$ cat src/rtl/mc_pkg.sv
// Shared definitions for the multicycle controller: FSM states, instruction
// field encodings, ALU operation codes and datapath mux selects.
// Optional feature macro: MC_MULT_EN (enables the R-type mult funct).
package mc_pkg;

  typedef enum logic [3:0] {
    S_FETCH    = 4'd0,
    S_DECODE   = 4'd1,
    S_MEMADR   = 4'd2,
    S_MEMREAD  = 4'd3,
    S_MEMWB    = 4'd4,
    S_MEMWRITE = 4'd5,
    S_EXECUTE  = 4'd6,
    S_ALUWB    = 4'd7,
    S_BRANCH   = 4'd8,
    S_ADDIEX   = 4'd9,
    S_ADDIWB   = 4'd10,
    S_JUMP     = 4'd11
  } state_t;

  // Opcodes
  localparam logic [5:0] OP_RTYPE = 6'b000000;
  localparam logic [5:0] OP_LW    = 6'b100011;
  localparam logic [5:0] OP_SW    = 6'b101011;
  localparam logic [5:0] OP_BEQ   = 6'b000100;
  localparam logic [5:0] OP_ADDI  = 6'b001000;
  localparam logic [5:0] OP_J     = 6'b000010;

  // R-type funct codes
  localparam logic [5:0] FN_ADD  = 6'b100000;
  localparam logic [5:0] FN_SUB  = 6'b100010;
  localparam logic [5:0] FN_AND  = 6'b100100;
  localparam logic [5:0] FN_OR   = 6'b100101;
  localparam logic [5:0] FN_NOR  = 6'b100111;
  localparam logic [5:0] FN_SLT  = 6'b101010;
  localparam logic [5:0] FN_SLL  = 6'b000000;
  localparam logic [5:0] FN_MULT = 6'b011000;

  // ALU operation codes
  localparam logic [2:0] ALU_AND  = 3'b000;
  localparam logic [2:0] ALU_OR   = 3'b001;
  localparam logic [2:0] ALU_ADD  = 3'b010;
  localparam logic [2:0] ALU_SLL  = 3'b011;
  localparam logic [2:0] ALU_MULT = 3'b100;
  localparam logic [2:0] ALU_NOR  = 3'b101;
  localparam logic [2:0] ALU_SUB  = 3'b110;
  localparam logic [2:0] ALU_SLT  = 3'b111;

  // ALU operand B selects
  localparam logic [1:0] SRCB_REGB  = 2'b00;
  localparam logic [1:0] SRCB_FOUR  = 2'b01;
  localparam logic [1:0] SRCB_IMM   = 2'b10;
  localparam logic [1:0] SRCB_IMMSH = 2'b11;

  // PC source selects
  localparam logic [1:0] PCSRC_ALU    = 2'b00;
  localparam logic [1:0] PCSRC_ALUOUT = 2'b01;
  localparam logic [1:0] PCSRC_JUMP   = 2'b10;

endpackage

$ cat src/rtl/mc_controller_aludec.sv
// Combinational R-type funct decoder: maps funct to the ALU operation code
// and flags whether the funct is a supported operation. Unsupported functs
// return add so the ALU input stays at a benign value.
// Optional feature macro: MC_MULT_EN (decodes the mult funct).
module aludec
  import mc_pkg::*;
#(
  parameter int OPW = 6
) (
  input  logic [OPW-1:0] funct,
  output logic [2:0]     alucontrol,
  output logic           valid
);

  // funct lookup with add as the fallback operation
  always_comb begin
    alucontrol = ALU_ADD;
    valid      = 1'b1;
    case (funct)
      FN_ADD:  alucontrol = ALU_ADD;
      FN_SUB:  alucontrol = ALU_SUB;
      FN_AND:  alucontrol = ALU_AND;
      FN_OR:   alucontrol = ALU_OR;
      FN_NOR:  alucontrol = ALU_NOR;
      FN_SLT:  alucontrol = ALU_SLT;
      FN_SLL:  alucontrol = ALU_SLL;
`ifdef MC_MULT_EN
      FN_MULT: alucontrol = ALU_MULT;
`endif
      default: begin
        alucontrol = ALU_ADD;
        valid      = 1'b0;
      end
    endcase
  end

endmodule

$ cat src/rtl/mc_controller.sv
// Multicycle control FSM for the 16-bit MIPS-style CPU. Sequences fetch,
// decode, execute, memory and writeback, stalls on mem_ready, and decodes
// the ALU operation and operand selects. Outputs are decoded from the state
// register; FETCH irwrite/pcen follow mem_ready and BRANCH pcen follows
// zeroo. While reset is high all strobes are held low.
// Optional feature macro: MC_MULT_EN (R-type mult support).
module mc_controller
  import mc_pkg::*;
#(
  parameter int OPW = 6
) (
  input  logic           clk,
  input  logic           reset,
  input  logic [OPW-1:0] op,
  input  logic [OPW-1:0] funct,
  input  logic           zeroo,
  input  logic           mem_ready,
  output logic [2:0]     alucontrol,
  output logic           alusrca,
  output logic [1:0]     alusrcb,
  output logic [1:0]     pcsrc,
  output logic           pcen,
  output logic           iord,
  output logic           memrd,
  output logic           memwrite,
  output logic           irwrite,
  output logic           regdst,
  output logic           memtoreg,
  output logic           regwrite,
  output logic           illegal
);

  state_t     state_q, state_d;
  logic [2:0] fn_alu;
  logic       fn_valid;

  aludec #(.OPW(OPW)) u_aludec (
    .funct      (funct),
    .alucontrol (fn_alu),
    .valid      (fn_valid)
  );

  // Next-state selection; memory states wait for mem_ready
  always_comb begin
    state_d = state_q;
    case (state_q)
      S_FETCH:    if (mem_ready) state_d = S_DECODE;
      S_DECODE: begin
        case (op)
          OP_LW, OP_SW: state_d = S_MEMADR;
          OP_RTYPE:     state_d = S_EXECUTE;
          OP_BEQ:       state_d = S_BRANCH;
          OP_ADDI:      state_d = S_ADDIEX;
          OP_J:         state_d = S_JUMP;
          default:      state_d = S_FETCH;
        endcase
      end
      S_MEMADR:   state_d = (op == OP_LW) ? S_MEMREAD : S_MEMWRITE;
      S_MEMREAD:  if (mem_ready) state_d = S_MEMWB;
      S_MEMWB:    state_d = S_FETCH;
      S_MEMWRITE: if (mem_ready) state_d = S_FETCH;
      S_EXECUTE:  state_d = fn_valid ? S_ALUWB : S_FETCH;
      S_ALUWB:    state_d = S_FETCH;
      S_BRANCH:   state_d = S_FETCH;
      S_ADDIEX:   state_d = S_ADDIWB;
      S_ADDIWB:   state_d = S_FETCH;
      S_JUMP:     state_d = S_FETCH;
      default:    state_d = S_FETCH;
    endcase
  end

  // State register with synchronous reset into FETCH
  always_ff @(posedge clk) begin
    if (reset) state_q <= S_FETCH;
    else       state_q <= state_d;
  end

  // Output decode from the current state; strobes suppressed during reset
  always_comb begin
    alucontrol = ALU_ADD;
    alusrca    = 1'b0;
    alusrcb    = SRCB_REGB;
    pcsrc      = PCSRC_ALU;
    pcen       = 1'b0;
    iord       = 1'b0;
    memrd      = 1'b0;
    memwrite   = 1'b0;
    irwrite    = 1'b0;
    regdst     = 1'b0;
    memtoreg   = 1'b0;
    regwrite   = 1'b0;
    illegal    = 1'b0;
    case (state_q)
      S_FETCH: begin
        memrd   = 1'b1;
        alusrcb = SRCB_FOUR;
        irwrite = mem_ready;
        pcen    = mem_ready;
      end
      S_DECODE: begin
        alusrcb = SRCB_IMMSH;
        illegal = !((op == OP_LW) || (op == OP_SW) || (op == OP_RTYPE) ||
                    (op == OP_BEQ) || (op == OP_ADDI) || (op == OP_J));
      end
      S_MEMADR: begin
        alusrca = 1'b1;
        alusrcb = SRCB_IMM;
      end
      S_MEMREAD: begin
        memrd = 1'b1;
        iord  = 1'b1;
      end
      S_MEMWB: begin
        regwrite = 1'b1;
        memtoreg = 1'b1;
      end
      S_MEMWRITE: begin
        memwrite = 1'b1;
        iord     = 1'b1;
      end
      S_EXECUTE: begin
        alusrca    = 1'b1;
        alucontrol = fn_alu;
        illegal    = !fn_valid;
      end
      S_ALUWB: begin
        regwrite = 1'b1;
        regdst   = 1'b1;
      end
      S_BRANCH: begin
        alusrca    = 1'b1;
        alucontrol = ALU_SUB;
        pcsrc      = PCSRC_ALUOUT;
        pcen       = zeroo;
      end
      S_ADDIEX: begin
        alusrca = 1'b1;
        alusrcb = SRCB_IMM;
      end
      S_ADDIWB: regwrite = 1'b1;
      S_JUMP: begin
        pcsrc = PCSRC_JUMP;
        pcen  = 1'b1;
      end
      default: ;
    endcase
    if (reset) begin
      pcen     = 1'b0;
      memrd    = 1'b0;
      memwrite = 1'b0;
      irwrite  = 1'b0;
      regwrite = 1'b0;
      illegal  = 1'b0;
    end
  end

endmodule

$ cat config.mk
export PLATFORM = sky130hd
export DESIGN_NAME = mc_controller
export DESIGN_NICKNAME = d
export VERILOG_FILES = /design/src/rtl/mc_pkg.sv /design/src/rtl/mc_controller_aludec.sv /design/src/rtl/mc_controller.sv
export SDC_FILE = /design/constraint.sdc
export NUM_CORES = 1
export LEC_CHECK = 0
export CORE_MARGIN = 2
export CORE_UTILIZATION = 37
export CTS_CLUSTER_DIAMETER = 50
export DETAILED_ROUTE_END_ITERATION = 12
export MAX_ROUTING_LAYER = met4
export PLACE_DENSITY = 0.85
export SETUP_SLACK_MARGIN = 0.2
export SYNTH_ARGS = -nofsm -noshare
export SYNTH_HDL_FRONTEND = slang
export SYNTH_SLANG_ARGS = --single-unit
$ cat constraint.sdc
create_clock -name clk -period 1.4 [get_ports clk]
set_input_delay 0.28 -clock clk [delete_from_list [all_inputs] [get_ports clk]]
set_output_delay 0.28 -clock clk [all_outputs]
set_load 0.1 [all_outputs]
==> results.sh, run 1 <==
export IMPL_syn_area_per_cell_um2=6.68
export IMPL_stop_stage="clock tree synthesis"
export IMPL_syn_area_um2=754
export IMPL_fp_dieH_um=49.2
export IMPL_ios=33
export IMPL_synth_area_top_cells="dfxtp_1, nor2_1, nor3_1"
export IMPL_dpl_cell_area_um2=1820
export IMPL_async_flop_share_pct=0
export IMPL_tool_error="[ERROR DPL-0038] Utilization greater than 100%, impossible to legalize"
export IMPL_yosys_cell_types_count=45
export IMPL_clockBufferDepth=2
export IMPL_ys_ff_latch=4
export IMPL_root_buffer="clkbuf_4"
export IMPL_syn_num_nets=129
export IMPL_synth_flop_cell="dfxtp_1"
export IMPL_place_inst=211
export IMPL_yosysTopAreaCell="dfxtp_1"
export IMPL_cts_max_level=1
export IMPL_die_w_um=49.2
export IMPL_ctsHoldBuffers=0
export IMPL_yosys_warnings=0
export IMPL_yosysSeqAreaShare_pct=10.6
export IMPL_hpwl_um=3410
export IMPL_synth_top_area_share_pct=10.6
export IMPL_dp_slack_ps=-812
export IMPL_cts_repair_resized=132
export IMPL_place_gp_congestion=1.05
export IMPL_numClockSinks=4
export IMPL_port_buffers=32
export IMPL_start_util_pct=38.9
export IMPL_rows=16
export IMPL_postCtsSetupRepairBufs=22
export IMPL_cts_buffers=3
export IMPL_syn_inst=113
export IMPL_synth_edf_count=0
export IMPL_outcome="stopped before the end"
-- cells in the mapped netlist, drive strengths merged (2+ instances only) --
cell type	instances
a211oi	2
a21oi	6
a31oi	4
and3	4
buf	6
clkbuf	2
dfxtp	4
inv	6
nand2	5
nand2b	3
nand3	4
nand4	2
nor2	14
nor2b	2
nor3	9
nor3b	2
nor4	3
o2111ai	2
o211ai	2
o21a	2
o21ai	7
o32a	2
or2	3
xor2	2
-- stage by stage --
stage	util, %	hold WS, ps
global placement	93.5	652
floorplan	-	459
detailed placement	93.5	676
-- kinds of logic after synthesis --
group                  after synthesis  share of synthesized area [%]
buffers and inverters               14                           10.9
flip-flops                           4                           10.6
multiplexers                         1                           1.33
AND/OR/NAND/NOR                     55                           39.0
XOR/XNOR                             3                           3.48
AO/OA/AOI/OAI                       36                           34.7
==> run 2, diff against run 1 <==
==> config.mk (replaced) <==
export PLATFORM = sky130hd
export DESIGN_NAME = mc_controller
export DESIGN_NICKNAME = d
export VERILOG_FILES = /design/src/rtl/mc_pkg.sv /design/src/rtl/mc_controller_aludec.sv /design/src/rtl/mc_controller.sv
export SDC_FILE = /design/constraint.sdc
export NUM_CORES = 1
export LEC_CHECK = 0
export CORE_AREA = 2 2 63 65
export DETAILED_ROUTE_END_ITERATION = 12
export DIE_AREA = 0 0 65 67
export PLACE_DENSITY_LB_ADDON = 0.15
export SYNTH_ARGS = -nofsm -noshare
export SYNTH_HDL_FRONTEND = slang
export SYNTH_SLANG_ARGS = --single-unit
==> constraint.sdc (replaced) <==
create_clock -name clk -period 1.82 [get_ports clk]
set_input_delay 0.364 -clock clk [delete_from_list [all_inputs] [get_ports clk]]
set_output_delay 0.364 -clock clk [all_outputs]
set_load 0.1 [all_outputs]
==> results.sh, run 2 <==
export IMPL_syn_num_nets=129
export IMPL_finalSetupViolCount=4
export IMPL_syn_area_um2=754
export IMPL_p_leak_nw=0.798
export IMPL_start_util_pct=20.9
export IMPL_fp_dieH_um=67
export IMPL_finClkSkew_ps=2.48
export IMPL_dpl_cell_area_um2=1700
export IMPL_synth_most_common_cell="nor2_1"
export IMPL_vias_per_cell=4.98
export IMPL_postRouteWirelength_um=3120
export IMPL_drt_first_pass_iters=4
export IMPL_grt_max_degree=15
export IMPL_cp_depth=6
export IMPL_num_vias=1170
export IMPL_grt_usage_pct=14.8
export IMPL_grt_ovfl_total=0
export IMPL_hpwl_um=2290
export IMPL_final_antenna_net_count=0
export IMPL_ir_drop_v=0.000157
export IMPL_min_period_over_period_pct=107
export IMPL_antenna_cells=0
export IMPL_hold_viol_final=0
export IMPL_core_area_um2=3610
export IMPL_synth_commonest_cells="nor2_1, nor3_1, a21oi_1, o21ai_0, nand2_1"
export IMPL_synth_top_area_share_pct=10.6
export IMPL_relSlewSlack_pct=77.9
export IMPL_powerDensity_nw_per_um2=308
export IMPL_cp_top_family="compound AO/OA/AOI/OAI gates"
export IMPL_r2r_cells=4
export IMPL_cp_required_ps=1460
export IMPL_crit_path_start_kind="input pin"
export IMPL_clkLatencyLatePin_ps=220
export IMPL_fill_cells=329
export IMPL_critPathMaxStageDelay_ps=320
export IMPL_rsz0062_at_grt="yes"
export IMPL_ctsHoldBuffers=0
export IMPL_largest_reg_flops=4
export IMPL_drv_cap=0
export IMPL_fmax_mhz=511
export IMPL_drtIter0Drc=15
export IMPL_port_buffers=32
export IMPL_cts_tree="done"
export IMPL_failed_checks="negative setup slack"
export IMPL_critPathKind="input pin to output pin"
export IMPL_period_minus_slack_ps=1960
export IMPL_numClockSinks=4
export IMPL_areaGrowthSynthToFinish_pct=166
export IMPL_yosysSeqAreaShare_pct=10.6
export IMPL_critPathMaxFanout=2
export IMPL_reg_top3="state_q (4)"
export IMPL_cp_arrival_ps=1590
export IMPL_tightest_slew_ps=328
export IMPL_cts_max_level=1
export IMPL_synth_area_top_cells="dfxtp_1, nor2_1, nor3_1"
export IMPL_fin_cells=235
export IMPL_cp_slowest_cell="o32a_1"
export IMPL_outcome="finished, violations left"
export IMPL_clockBufferDepth=2
export IMPL_grt_pass1_vias=1133
export IMPL_yosys_warnings=0
export IMPL_rows=22
export IMPL_hold_class="flip-flop to flip-flop"
export IMPL_nets=205
export IMPL_die_w_um=65
export IMPL_antenna_found_initial=0
export IMPL_yosysTopAreaCell="dfxtp_1"
export IMPL_place_inst=222
export IMPL_cts_buffers=3
export IMPL_cp_end_kind="output pin"
export IMPL_drive_above_1_share_pct=65.8
export IMPL_grt_pass1_wl_um=5020
export IMPL_syn_area_per_cell_um2=6.68
export IMPL_drv_slew=0
export IMPL_final_area_um2=2000
export IMPL_async_flop_share_pct=0
export IMPL_root_buffer="clkbuf_8"
export IMPL_drc=0
export IMPL_yosys_cell_types_count=45
export IMPL_wl_per_cell_um=13.3
export IMPL_place_gp_congestion=0.868
export IMPL_die_area_um2=4360
export IMPL_final_cell_mix="buf_4, buf_12, nor2_1, buf_6"
export IMPL_fin_tns_setup_ps=-321
export IMPL_worstPathCellList="buf_6 -> or2_4 -> o32a_1 -> o22ai_4 -> a31o_4 -> buf_12"
export IMPL_regMostFlops="state_q"
export IMPL_setup_ws_ps=-136
export IMPL_syn_inst=113
export IMPL_ys_ff_latch=4
export IMPL_synth_edf_count=0
export IMPL_mostFrequentLayoutCell="buf_4"
export IMPL_whs_path_depth=2
export IMPL_critPathBufInv=2
export IMPL_path_clk_slew_ps=30
export IMPL_ios=33
export IMPL_synth_flop_cell="dfxtp_1"
==> run 2: where the power goes <==
group	switching (mW)	internal [mW]	total, mW
registers	0.00321	0.0876	0.0908
clock network	0.0512	0.141	0.193
logic	0.185	0.149	0.334
==> run 2: layout make-up <==
type	instances	area [um^2]	area share, %
Multi-Input combinational cell	95	915	45.6
Timing Repair Buffer	79	873	43.6
Sequential cell	4	92.6	4.62
Tap cell	48	60.1	3.00
Clock buffer	3	41.3	2.06
Inverter	6	22.5	1.12
==> run 2: logic make-up (layout without fill, tap and decap cells) <==
family / Yosys count / in the layout / synth area share (%)
AO/OA/AOI/OAI: 36 / 36 / 34.7
AND/OR/NAND/NOR: 55 / 55 / 39.0
multiplexers: 1 / 1 / 1.33
flip-flops: 4 / 4 / 10.6
buffers and inverters: 14 / 88 / 10.9
XOR/XNOR: 3 / 3 / 3.48
==> run 2: path summary, 6_finish.rpt <==
kind                   start            end  slack (ps)
setup reg to reg  state_q[1]     state_q[2]         350
hold reg to reg   state_q[1]     state_q[0]         620
setup / recovery    funct[2]  alucontrol[2]        -140
hold / removal    state_q[1]     state_q[0]         620
==> run 2: worst min-delay path, delay by kind of cell, from the launching register on <==
kind	cells	cell delay [ps]
flops	1	380
compound gates	2	190
==> run 2: repair_timing <==
| action | in CTS | in global routing |
|---|---|---|
| endpoints found under the setup margin | 11 | 13 |
| pin swaps | 12 | 14 |
| endpoints found under the hold margin | 0 | 0 |
| resized for setup | 47 | 40 |
| buffers inserted | 5 | 5 |
==> run 2: routing by layer <==
metal	up-vias	track usage, %	share of wire (%)	routed length, um
met1	556	16.8	40	1260
li1	583	-	-	-
met2	24	26.9	54	1670
met4	0	5.59	1.7	53
met3	7	3.38	4.4	136
met5	-	0	0	0
==> run 2: metrics by stage <==
step	power (mW)	hold WS, ps	setup WS (ps)	util [%]
after floorplan	0.252	550	-464	-
after global placement	0.386	623	-447	47.2
after detailed placement	0.388	613	-488	47.2
after CTS	0.594	609	-201	51.4
after global routing	0.647	651	-192	55.6
final	0.617	616	-136	55.6
(Power assumes the default switching activity.)
